===== config.mk =====
export PLATFORM = sky130hd
export DESIGN_NAME = sd_sector_loader
export DESIGN_NICKNAME = d
export VERILOG_FILES = /design/src/rtl/sd_sector_loader.sv
export SDC_FILE = /design/constraint.sdc
export NUM_CORES = 1
export LEC_CHECK = 0
export ABC_AREA = 0
export CORE_MARGIN = 2
export CORE_UTILIZATION = 25
export DETAILED_ROUTE_END_ITERATION = 8
export PLACE_DENSITY = 0.4
export SYNTH_ARGS = -nofsm -noshare
export SYNTH_HDL_FRONTEND = slang
export SYNTH_SLANG_ARGS = --single-unit
export TNS_END_PERCENT = 30

===== constraint.sdc =====
create_clock -name clk -period 13 [get_ports clk]
set_input_delay 1.3 -clock clk [delete_from_list [all_inputs] [get_ports clk]]
set_output_delay 1.3 -clock clk [all_outputs]
set_load 0.01 [all_outputs]

===== src/rtl/sd_sector_loader.sv =====
// sd_sector_loader
//   Streams a run-time-selected range of 512-byte sectors from the SPI
//   sd_controller and packs the bytes big-endian into BYTES_PER_WORD-byte
//   words. Each word is emitted as a one-cycle write strobe with an
//   incrementing word address. Supports abort, a ready timeout, and sticky
//   done/error status.
//
// Ports
//   clk, reset          : clock and asynchronous active-high reset
//   start, abort        : one-cycle command pulses (abort has priority)
//   start_sector        : first sector index (byte address = index*512)
//   sector_count        : number of sectors to load (0 -> immediate done)
//   sd_ready            : sd_controller idle/ready
//   sd_byte_available   : sd_controller byte strobe (level; rising edge used)
//   sd_dout             : sd_controller read byte
//   sd_rd, sd_address   : read request and byte address to sd_controller
//   wr_en, wr_addr,
//   wr_data             : word write stream (first byte in the MSBs)
//   busy                : high whenever the loader is not IDLE
//   done, error         : sticky status, cleared by the next accepted start
module sd_sector_loader #(
    parameter int BYTES_PER_WORD = 4,
    parameter int ADDR_W         = 12,
    parameter int SECT_W         = 16,
    parameter int TIMEOUT        = 2500000
) (
    input  logic                        clk,
    input  logic                        reset,
    input  logic                        start,
    input  logic                        abort,
    input  logic [SECT_W-1:0]           start_sector,
    input  logic [SECT_W-1:0]           sector_count,
    input  logic                        sd_ready,
    input  logic                        sd_byte_available,
    input  logic [7:0]                  sd_dout,
    output logic                        sd_rd,
    output logic [31:0]                 sd_address,
    output logic                        wr_en,
    output logic [ADDR_W-1:0]           wr_addr,
    output logic [8*BYTES_PER_WORD-1:0] wr_data,
    output logic                        busy,
    output logic                        done,
    output logic                        error
);

    localparam int              WORD_W    = 8 * BYTES_PER_WORD;
    localparam int              TO_W      = $clog2(TIMEOUT + 1);
    localparam logic [8:0]      LANE_MASK = 9'(BYTES_PER_WORD - 1);
    localparam logic [TO_W-1:0] TO_LAST   = TO_W'(TIMEOUT - 1);

    typedef enum logic [2:0] {
        IDLE,
        WAIT_READY,
        ISSUE,
        RECEIVE,
        DRAIN
    } state_t;

    state_t state_q, state_d;

    logic [SECT_W-1:0] start_lat;
    logic [SECT_W-1:0] count_lat;
    logic [SECT_W-1:0] sector_idx;
    logic [8:0]        byte_cnt;
    logic [8:0]        lane;
    logic [TO_W-1:0]   to_cnt;
    logic              byte_av_p0;
    logic [WORD_W-1:0] pack;
    logic [WORD_W-1:0] word_next;
    logic              wr_en_p1;
    logic [WORD_W-1:0] wr_data_p1;
    logic [ADDR_W-1:0] wr_addr_q;
    logic              done_q;
    logic              error_q;

    logic byte_edge;
    logic to_hit;
    logic sector_last;
    logic load_last;
    logic word_last;

    logic start_load;
    logic clear_status;
    logic capture;
    logic set_done;
    logic set_error;

    // Bytes are taken on the rising edge of the level strobe so a byte held
    // for several cycles is only counted once.
    assign byte_edge   = sd_byte_available & ~byte_av_p0;
    assign to_hit      = (to_cnt == TO_LAST);
    assign sector_last = (byte_cnt == 9'd511);
    assign load_last   = ((sector_idx + SECT_W'(1)) == count_lat);
    assign lane        = byte_cnt & LANE_MASK;
    assign word_last   = capture && (lane == LANE_MASK);

    // Byte k of a word lands in the k-th most significant lane.
    always_comb begin
        word_next = pack;
        for (int k = 0; k < BYTES_PER_WORD; k++) begin
            if (lane == 9'(k)) begin
                word_next[8*(BYTES_PER_WORD-1-k) +: 8] = sd_dout;
            end
        end
    end

    always_ff @(posedge clk or posedge reset) begin
        if (reset) begin
            state_q <= IDLE;
        end else begin
            state_q <= state_d;
        end
    end

    always_comb begin
        state_d      = state_q;
        start_load   = 1'b0;
        clear_status = 1'b0;
        capture      = 1'b0;
        set_done     = 1'b0;
        set_error    = 1'b0;
        case (state_q)
            IDLE: begin
                if (start && !abort) begin
                    clear_status = 1'b1;
                    if (sector_count == '0) begin
                        set_done = 1'b1;
                    end else begin
                        start_load = 1'b1;
                        state_d    = WAIT_READY;
                    end
                end
            end
            WAIT_READY: begin
                if (abort) begin
                    state_d = IDLE;
                end else if (sd_ready) begin
                    state_d = ISSUE;
                end else if (to_hit) begin
                    set_error = 1'b1;
                    state_d   = IDLE;
                end
            end
            ISSUE: begin
                // sd_ready dropping means the controller accepted the read.
                if (abort) begin
                    state_d = DRAIN;
                end else if (!sd_ready) begin
                    state_d = RECEIVE;
                end else if (to_hit) begin
                    set_error = 1'b1;
                    state_d   = IDLE;
                end
            end
            RECEIVE: begin
                if (abort) begin
                    state_d = DRAIN;
                end else if (byte_edge) begin
                    capture = 1'b1;
                    if (sector_last) begin
                        set_done = load_last;
                        state_d  = load_last ? IDLE : WAIT_READY;
                    end
                end
            end
            DRAIN: begin
                // Let the controller finish its sector before going idle so
                // the next load starts from a clean controller state.
                if (sd_ready || to_hit) begin
                    state_d = IDLE;
                end
            end
            default: state_d = IDLE;
        endcase
    end

    always_ff @(posedge clk or posedge reset) begin
        if (reset) begin
            start_lat  <= '0;
            count_lat  <= '0;
            sector_idx <= '0;
            byte_cnt   <= '0;
            to_cnt     <= '0;
            byte_av_p0 <= 1'b0;
            pack       <= '0;
            wr_en_p1   <= 1'b0;
            wr_data_p1 <= '0;
            wr_addr_q  <= '0;
            done_q     <= 1'b0;
            error_q    <= 1'b0;
        end else begin
            // ---- stage p0: edge detect and byte capture ----
            byte_av_p0 <= sd_byte_available;

            if (state_d != state_q || state_q == IDLE || state_q == RECEIVE) begin
                to_cnt <= '0;
            end else begin
                to_cnt <= to_cnt + TO_W'(1);
            end

            if (state_q != RECEIVE) begin
                byte_cnt <= '0;
            end else if (capture) begin
                byte_cnt <= byte_cnt + 9'd1;
            end

            if (capture) begin
                pack <= word_next;
            end

            if (capture && sector_last) begin
                sector_idx <= sector_idx + SECT_W'(1);
            end

            // ---- stage p1: word write strobe ----
            wr_en_p1 <= word_last;
            if (word_last) begin
                wr_data_p1 <= word_next;
            end

            // The address advances after the strobe so it is stable during it.
            if (wr_en_p1) begin
                wr_addr_q <= wr_addr_q + ADDR_W'(1);
            end

            if (start_load) begin
                start_lat  <= start_sector;
                count_lat  <= sector_count;
                sector_idx <= '0;
                wr_addr_q  <= '0;
            end

            if (clear_status) begin
                done_q  <= 1'b0;
                error_q <= 1'b0;
            end
            if (set_done) begin
                done_q <= 1'b1;
            end
            if (set_error) begin
                error_q <= 1'b1;
            end
        end
    end

    assign sd_address = (32'(start_lat) + 32'(sector_idx)) << 9;
    assign sd_rd      = (state_q == ISSUE);
    assign busy       = (state_q != IDLE);
    assign wr_en      = wr_en_p1;
    assign wr_addr    = wr_addr_q;
    assign wr_data    = wr_data_p1;
    assign done       = done_q;
    assign error      = error_q;

endmodule


==> results of run 1 <==
## through the flow
stage / area [um2] / setup WS [ps] / hold WS [ps]
2_1_floorplan: 8192 / 7550 / 447.9
3_3_place_gp: 9593 / 8699 / 467.2
3_5_place_dp: 9593 / 8701 / 465.0
4_1_cts: 10120 / 8226 / 487.1
5_1_grt: 10120 / 8106 / 505.7
6_report: 10120 / 8313 / 482.7
## how the worst min path moves through the flow
stage | slack (ps) | end | cells after the start
4_1_cts | 490 | wr_data[6] | 2
6_report | 480 | wr_data[9] | 2
3_3_place_gp | 470 | wr_data[30] | 2
3_5_place_dp | 470 | wr_data[6] | 2
5_1_grt | 510 | wr_data[1] | 2
2_1_floorplan | 450 | to_cnt[0] | 1
## metal layers
metal,vias up,part of all wire (%)
li1,3029,-
met1,2915,46
met2,96,48
met3,12,4.8
met4,0,1.1
met5,-,0
## synthesized netlist by cell type, types with 3 or more instances
cell type / count / area, um2
o21ai_0: 14 / 70.07
nor3b_1: 3 / 22.52
nand3b_1: 5 / 37.54
o21ai_1: 26 / 130.1
nand2b_1: 5 / 31.28
nand3_1: 16 / 80.08
mux2_2: 25 / 281.5
o21bai_1: 3 / 22.52
xnor2_1: 41 / 359.1
dfrtp_1: 154 / 3854
nand2_1: 177 / 664.4
a21oi_1: 11 / 55.05
nor3_1: 10 / 50.05
o21a_1: 6 / 45.04
a21o_1: 4 / 30.03
nor2_1: 87 / 326.6
nor4_2: 3 / 37.54
clkbuf_1: 12 / 45.04
and3_1: 11 / 68.82
mux2i_1: 26 / 260.3
buf_4: 22 / 165.2
xor2_1: 42 / 367.9
nand4_1: 16 / 100.1
ha_1: 24 / 300.3
buf_1: 3 / 11.26
inv_1: 21 / 78.83
nor2b_1: 6 / 37.54
nor4_1: 13 / 81.33
buf_2: 10 / 50.05
a311o_1: 3 / 30.03
or3_1: 7 / 43.79
a31oi_1: 3 / 18.77
## logic make-up (layout without fill, tap and decap cells)
kind of cell	Yosys count	after routing	synth area share, %
compound gates	90	90	7.225
buf+inv	71	167	4.627
simple gates	373	373	21.23
fa+ha+maj	25	25	3.935
mux	51	51	6.656
other cells	1	15	0.04607
flops	154	154	47.35
xor+xnor	83	83	8.932
## sequential cells by signal, summed over array words and instances (netlist names), 9 cells and up
name / count
byte_cnt: 9
count_lat: 16
pack: 24
sector_idx: 16
start_lat: 16
to_cnt: 22
wr_addr: 12
wr_data: 32
## power breakdown
part	internal [mW]	total [mW]	switching (mW)
combinational	0.0953	0.202	0.107
sequential	0.511	0.535	0.0242
clock	0.252	0.460	0.208
total	0.858	1.20	0.340
## worst max-delay path: cells and delay by family, from the launching register on
kind | cells | cell delay [ps]
compound gates | 5 | 1130
fa+ha+maj | 2 | 610
buf+inv | 2 | 600
flops | 1 | 480
simple gates | 1 | 130
## cell type report
| type | count | area share (%) |
|---|---|---|
| multi-input cells | 637 | 39.17 |
| well taps | 442 | 5.463 |
| clock inverters | 11 | 0.7292 |
| inverters | 22 | 0.8652 |
| clock buffers | 20 | 4.511 |
| repair buffers | 114 | 11.20 |
| flip-flops and latches | 154 | 38.07 |
==> results by group, run 1 <==
Synth
  • Post-synth EDFFs: 0
  • Average size of a mapped cell: approximately 9.6 um2
  • Synth warn: 0
  • Post-synthesis sequential area ratio: between 40 and 50%
  • Ys flop type: dfrtp_1
  • Synth unique cells: between 60 and 70
  • Yosys reg bits: roughly 150
  • Syn Inst Count: 848
  • Synthesized cell area: slightly above 8000 um2
  • Async SR Flop Fraction: between 90% and 100%

Routing
  • DRT iter0 DRCs: roughly 250
  • Routed wire length: between 20 and 25 mm
  • Vias/cell: roughly 4.3
  • DR pass1 iterations: 5
  • WL/cell: roughly 15 um
  • Routed vias: about 6.1k
  • Drc violations: 0
  • Post-route antenna net violation count: 0

Timing
  • Rel. slew slack: 32.80%
  • Fmax: about 0.21 GHz
  • Pins Over Slew Limit: 0
  • Post-Route Skew: 11.42 ps
  • Tcrit/Tclk final: 36.05%
  • Final setup violation count: 0
  • Final TNS setup: 0 ps
  • Hold Fails Final Rpt: 0
  • Period minus WS final: 4687 ps
  • Slew at the pin with the worst max-slew slack: about 1000 ps
  • RSZ-0062 raised after global routing: false

CTS
  • Cts bufs inserted: 17
  • TritonCTS clock tree: built
  • Root buf cell: clkbuf_16
  • CTS Sinks: around 150
  • Worst-path clk slew: ~60 ps
  • CTS max path bufs: 2
  • Max H-tree Level: 4
  • CTS-repair resized insts: 0
  • Cts hold-fix bufs: 0
  • Post-CTS Setup Inserts: 0
  • Worst-skew pair later-pin latency: 430 ps

Critical path
  • Slowest stage delay, CP: about 550 ps
  • Critical Path End: sd_address[25]
  • Worst setup SP type: flop
  • Crit path launch: sector_idx[0]
  • Critical path cell sequence: ha_1, inv_1, fa_1, nor2b_1, o21ai_1, a21boi_1, o41ai_2, a21oi_1, a311o_1, clkdlybuf4s50_1
  • CP arrival: 3390 ps
  • Critical Path Sink Type: output pin
  • Critical path's slowest cell: clkdlybuf4s50_1
  • Worst EP required: around 12000 ps
  • Crit path kind: reg2out
  • FF-to-FF End: state_q[0]
  • Reg2reg setup slack: slightly above 10000 ps
  • Max FO, Critical Path: 6
  • R2R cell count: 10
  • FF-to-FF Start: byte_cnt[0]

Global route
  • Remaining Overflow, GRT: 0
  • Vias in the first global route: ~6.3k
  • First-pass GRT wire length: 34.10 mm
  • Total GRT Usage: 12.88%
  • Met1 usage: 16.13%
  • Busiest metal layer after global routing: met2
  • Initial antenna violation count: 0
  • Met3 Use GR: under 10%
  • GR Util met2: 21.79%
  • Largest net degree at the start of global routing: 95

Power
  • Cell Pwr Density: 118.3 nW/um2
  • Pwr Total: between 1 and 1.5 mW
  • Max VDD drop: 0.00008782 V
  • Leakage: between 4 and 5 nW

Layout
  • Utilization after layout: 31.35%
  • Area of the multi-input gates: between 3000 and 4000 um2
  • # diodes: 0
  • Fillers: around 3.4k
  • Sequential cell area: roughly 3900 um2
  • P&R area growth vs syn: 24.38%
  • Most frequent cells in the layout: 176 x nand2_1, 154 x dfrtp_1, 111 x clkdlybuf4s50_1
  • Share of post-route cells with drive strength above 1: 7.829%
  • Most common cell after layout, fill and taps aside: nand2_1
  • # nets final: ~1.0k
  • Non-filler instance count after layout: approximately 1.4k

Floorplanning
  • Die Area: approximately 34000 um2
  • # rows: 66
  • Core area: approximately 32000 um2
  • Chip height: 184.4 um
  • Die Width: between 150 and 200 um
  • I/O pin total: about 130
  • Starting Density: roughly a quarter

Hold path
  • Hold Path Class: reg2reg
  • Hold Startpoint: wr_data[9]

Placed design
  • IO Port Bufs: 111
  • Placed insts: about 1.4k
  • Gp weighted congestion: 0.7311
  • Final HPWL DP: ~15 mm

Run status
  • Status: finished clean

Run
  • Max Cap Viol: 0
Note: power is estimated with default switching activity, not from simulation.
==> run 2: changes to the inputs <==
Clock period 13 ns to 4.84 ns, I/O delays scaled along.
==> results by group, run 2 (same netlist as run 1, synthesis figures left out) <==
Run status
  • Status: finished clean (unchanged)

Layout
  • Sequential cell area: 3854 um2 (unchanged)
  • Most common cell after layout, fill and taps aside: nand2_1 (unchanged)
  • Fillers: 3362 (was 3379)
  • Area of the multi-input gates: 3965 um2 (unchanged)
  • Utilization after layout: 31.52% (was 31.35%)
  • Max FFs per register: 32 (unchanged)
  • P&R area growth vs syn: 25.06% (was 24.38%)
  • # nets final: 1017 (unchanged)
  • Most frequent cells in the layout: 176 x nand2_1, 154 x dfrtp_1, 111 x clkdlybuf4s50_1 (unchanged)
  • # diodes: 0 (unchanged)
  • Share of post-route cells with drive strength above 1: 7.925% (was 7.829%)

Routing
  • DR pass1 iterations: 5 (unchanged)
  • Routed wire length: 20.79 mm (was 20.82 mm)
  • Drc violations: 0 (unchanged)
  • DRT iter0 DRCs: 230 (was 249)
  • Routed vias: 6065 (was 6052)
  • Vias/cell: 4.329 (was 4.323)
  • WL/cell: 14.84 um (was 14.87 um)
  • Post-route antenna net violation count: 0 (unchanged)

CTS
  • Cts hold-fix bufs: 0 (unchanged)
  • TritonCTS clock tree: built (unchanged)
  • Max H-tree Level: 4 (unchanged)
  • Root buf cell: clkbuf_16 (unchanged)
  • CTS Sinks: 154 (unchanged)
  • Cts bufs inserted: 17 (unchanged)
  • Worst-path clk slew: 70 ps (was 60 ps)
  • CTS max path bufs: 2 (unchanged)
  • CTS-repair resized insts: 0 (unchanged)
  • Worst-skew pair later-pin latency: 440 ps (was 430 ps)
  • Post-CTS Setup Inserts: 0 (unchanged)

Critical path
  • FF-to-FF End: state_q[0] (unchanged)
  • Critical Path Sink Type: output pin (unchanged)
  • Worst EP required: 4360 ps (was 11700 ps)
  • Gate family responsible for the most delay along the worst path: compound AO/OA/AOI/OAI gates (unchanged)
  • CP arrival: 3370 ps (was 3390 ps)
  • FF-to-FF Start: byte_cnt[0] (unchanged)
  • R2R cell count: 10 (unchanged)
  • Max FO, Critical Path: 6 (unchanged)
  • Reg2reg setup slack: 2010 ps (was 10160 ps)
  • Crit path kind: reg2out (unchanged)
  • Critical path cell sequence: ha_1, inv_1, fa_1, nor2b_1, o21ai_1, a21boi_1, o41ai_2, a21oi_1, a311o_1, clkdlybuf4s50_1 (unchanged)
  • WP buf/inv: 2 (unchanged)
  • Slowest stage delay, CP: 550 ps (about the same)
  • Critical path's slowest cell: clkdlybuf4s50_1 (unchanged)
  • Worst setup SP type: flop (unchanged)

Timing
  • RSZ-0062 raised after global routing: false (unchanged)
  • Tcrit/Tclk final: 79.57%
  • Fmax: roughly 0.26 GHz
  • Final setup violation count: 0 (unchanged)
  • Hold Fails Final Rpt: 0 (unchanged)
  • Slew at the pin with the worst max-slew slack: 1018 ps (was 1005 ps)
  • Final TNS setup: 0 ps (unchanged)
  • Rel. slew slack: 31.89% (was 32.80%)
  • Period minus WS final: roughly 3900 ps
  • Post-Route Skew: 12.73 ps (was 11.42 ps)
  • Pins Over Slew Limit: 0 (unchanged)

Global route
  • First-pass GRT wire length: 33.82 mm (was 34.10 mm)
  • Initial antenna violation count: 0 (unchanged)
  • Largest net degree at the start of global routing: 85 (was 95)
  • Remaining Overflow, GRT: 0 (unchanged)
  • Vias in the first global route: 6141 (was 6296)
  • Total GRT Usage: 12.74% (was 12.88%)

Floorplanning
  • # rows: 66 (unchanged)
  • Die Area: 34020 um2 (unchanged)
  • Core area: 32290 um2 (unchanged)
  • Starting Density: 25.21% (unchanged)
  • Die Width: 184.4 um (unchanged)
  • Chip height: 184.4 um (unchanged)
  • I/O pin total: 127 (unchanged)

Hold path
  • Hold Path Cell Cnt: 2 (unchanged)
  • Hold Path Class: reg2reg (unchanged)
  • Hold Startpoint: wr_data[2] (was wr_data[9])
  • Worst hold path endpoint: wr_data[2] (was wr_data[9])

Power
  • Comb power frac: 16.6% (was 16.9%)
  • Sw frac: 29.69% (was 28.35%)
  • Clock power frac: 39.7% (was 38.4%)
  • Leakage: 4.463 nW (was 4.430 nW)
  • Cell Pwr Density: 323.0 nW/um2 (was 118.3 nW/um2)
  • Seq pwr share: 43.7% (was 44.7%)
  • Max VDD drop: 0.0002457 V (was 0.00008782 V)
  • Psw: 0.9761 mW (was 0.3397 mW)
  • Cell-internal power: 2.312 mW (was 0.8584 mW)

Placed design
  • IO Port Bufs: 111 (unchanged)
  • Gp weighted congestion: 0.7490 (was 0.7311)
  • Final HPWL DP: 14.54 mm (was 14.61 mm)

Run
  • Max Cap Viol: 0 (unchanged)
[run 2: cell count changes in the layout (fill, tap and decap cells not counted), sizes merged]
cell / delta
clkinv: -1
clkbuf: -2
clkinvlp: -4
inv: +8
[run 2: power by group through the flow]
stage / sequential [mW] / clock [mW] / combinational, mW
after detailed placement: 1.46 / 0 / 0.555
after global routing: 1.45 / 1.41 / 0.618
final: 1.44 / 1.30 / 0.547
after global placement: 1.46 / 0 / 0.558
after floorplan: 1.44 / 0 / 0.351
after CTS: 1.44 / 1.35 / 0.560
[run 2: worst min-delay path, delay by kind of cell, from the launching register on]
| kind | cells | cell delay, ps |
|---|---|---|
| DFF | 1 | 350 |
| and+or+nand+nor | 2 | 100 |
[run 2: layout make-up]
class,instances,area share [%]
Multi-Input combinational cell,637,38.96
Sequential cell,154,37.86
Timing Repair Buffer,114,11.38
Tap cell,442,5.433
Clock buffer,18,4.216
Clock inverter,14,1.291
Inverter,22,0.8605
[run 2: stage by stage]
| stage | instance area (um2) | setup slack [ps] | hold WS, ps | std cells | power, mW |
|---|---|---|---|---|---|
| after floorplan | 8192 | 206.2 | 447.9 | 862 | 1.792 |
| after global placement | 9618 | 1383 | 467.6 | 1369 | 2.020 |
| after global routing | 10180 | 756.4 | 512.2 | 1401 | 3.477 |
| after detailed placement | 9618 | 1385 | 462.1 | 1369 | 2.016 |
| final | 10180 | 989.0 | 482.6 | 1401 | 3.288 |
| after CTS | 10180 | 899.5 | 487.5 | 1401 | 3.351 |
[run 2: worst max path at each step]
stage	to	slack, ps	cells past startpoint	from
floorplan	byte_av_p0	210	1	reset
global placement	sd_address[23]	1380	10	sector_idx[0]
detailed placement	sd_address[23]	1380	10	sector_idx[0]
CTS	sd_address[23]	900	10	sector_idx[0]
global route	sd_address[25]	760	10	sector_idx[0]
finish	sd_address[25]	990	10	sector_idx[0]
[run 2: per-layer routing]
layer	vias to the layer above	share of wire, %	track usage [%]
li1	3029	-	-
met1	2915	47	16.34
met2	109	48	21.22
met3	12	4.6	3.399
met4	0	0.93	3.264
met5	-	0	0
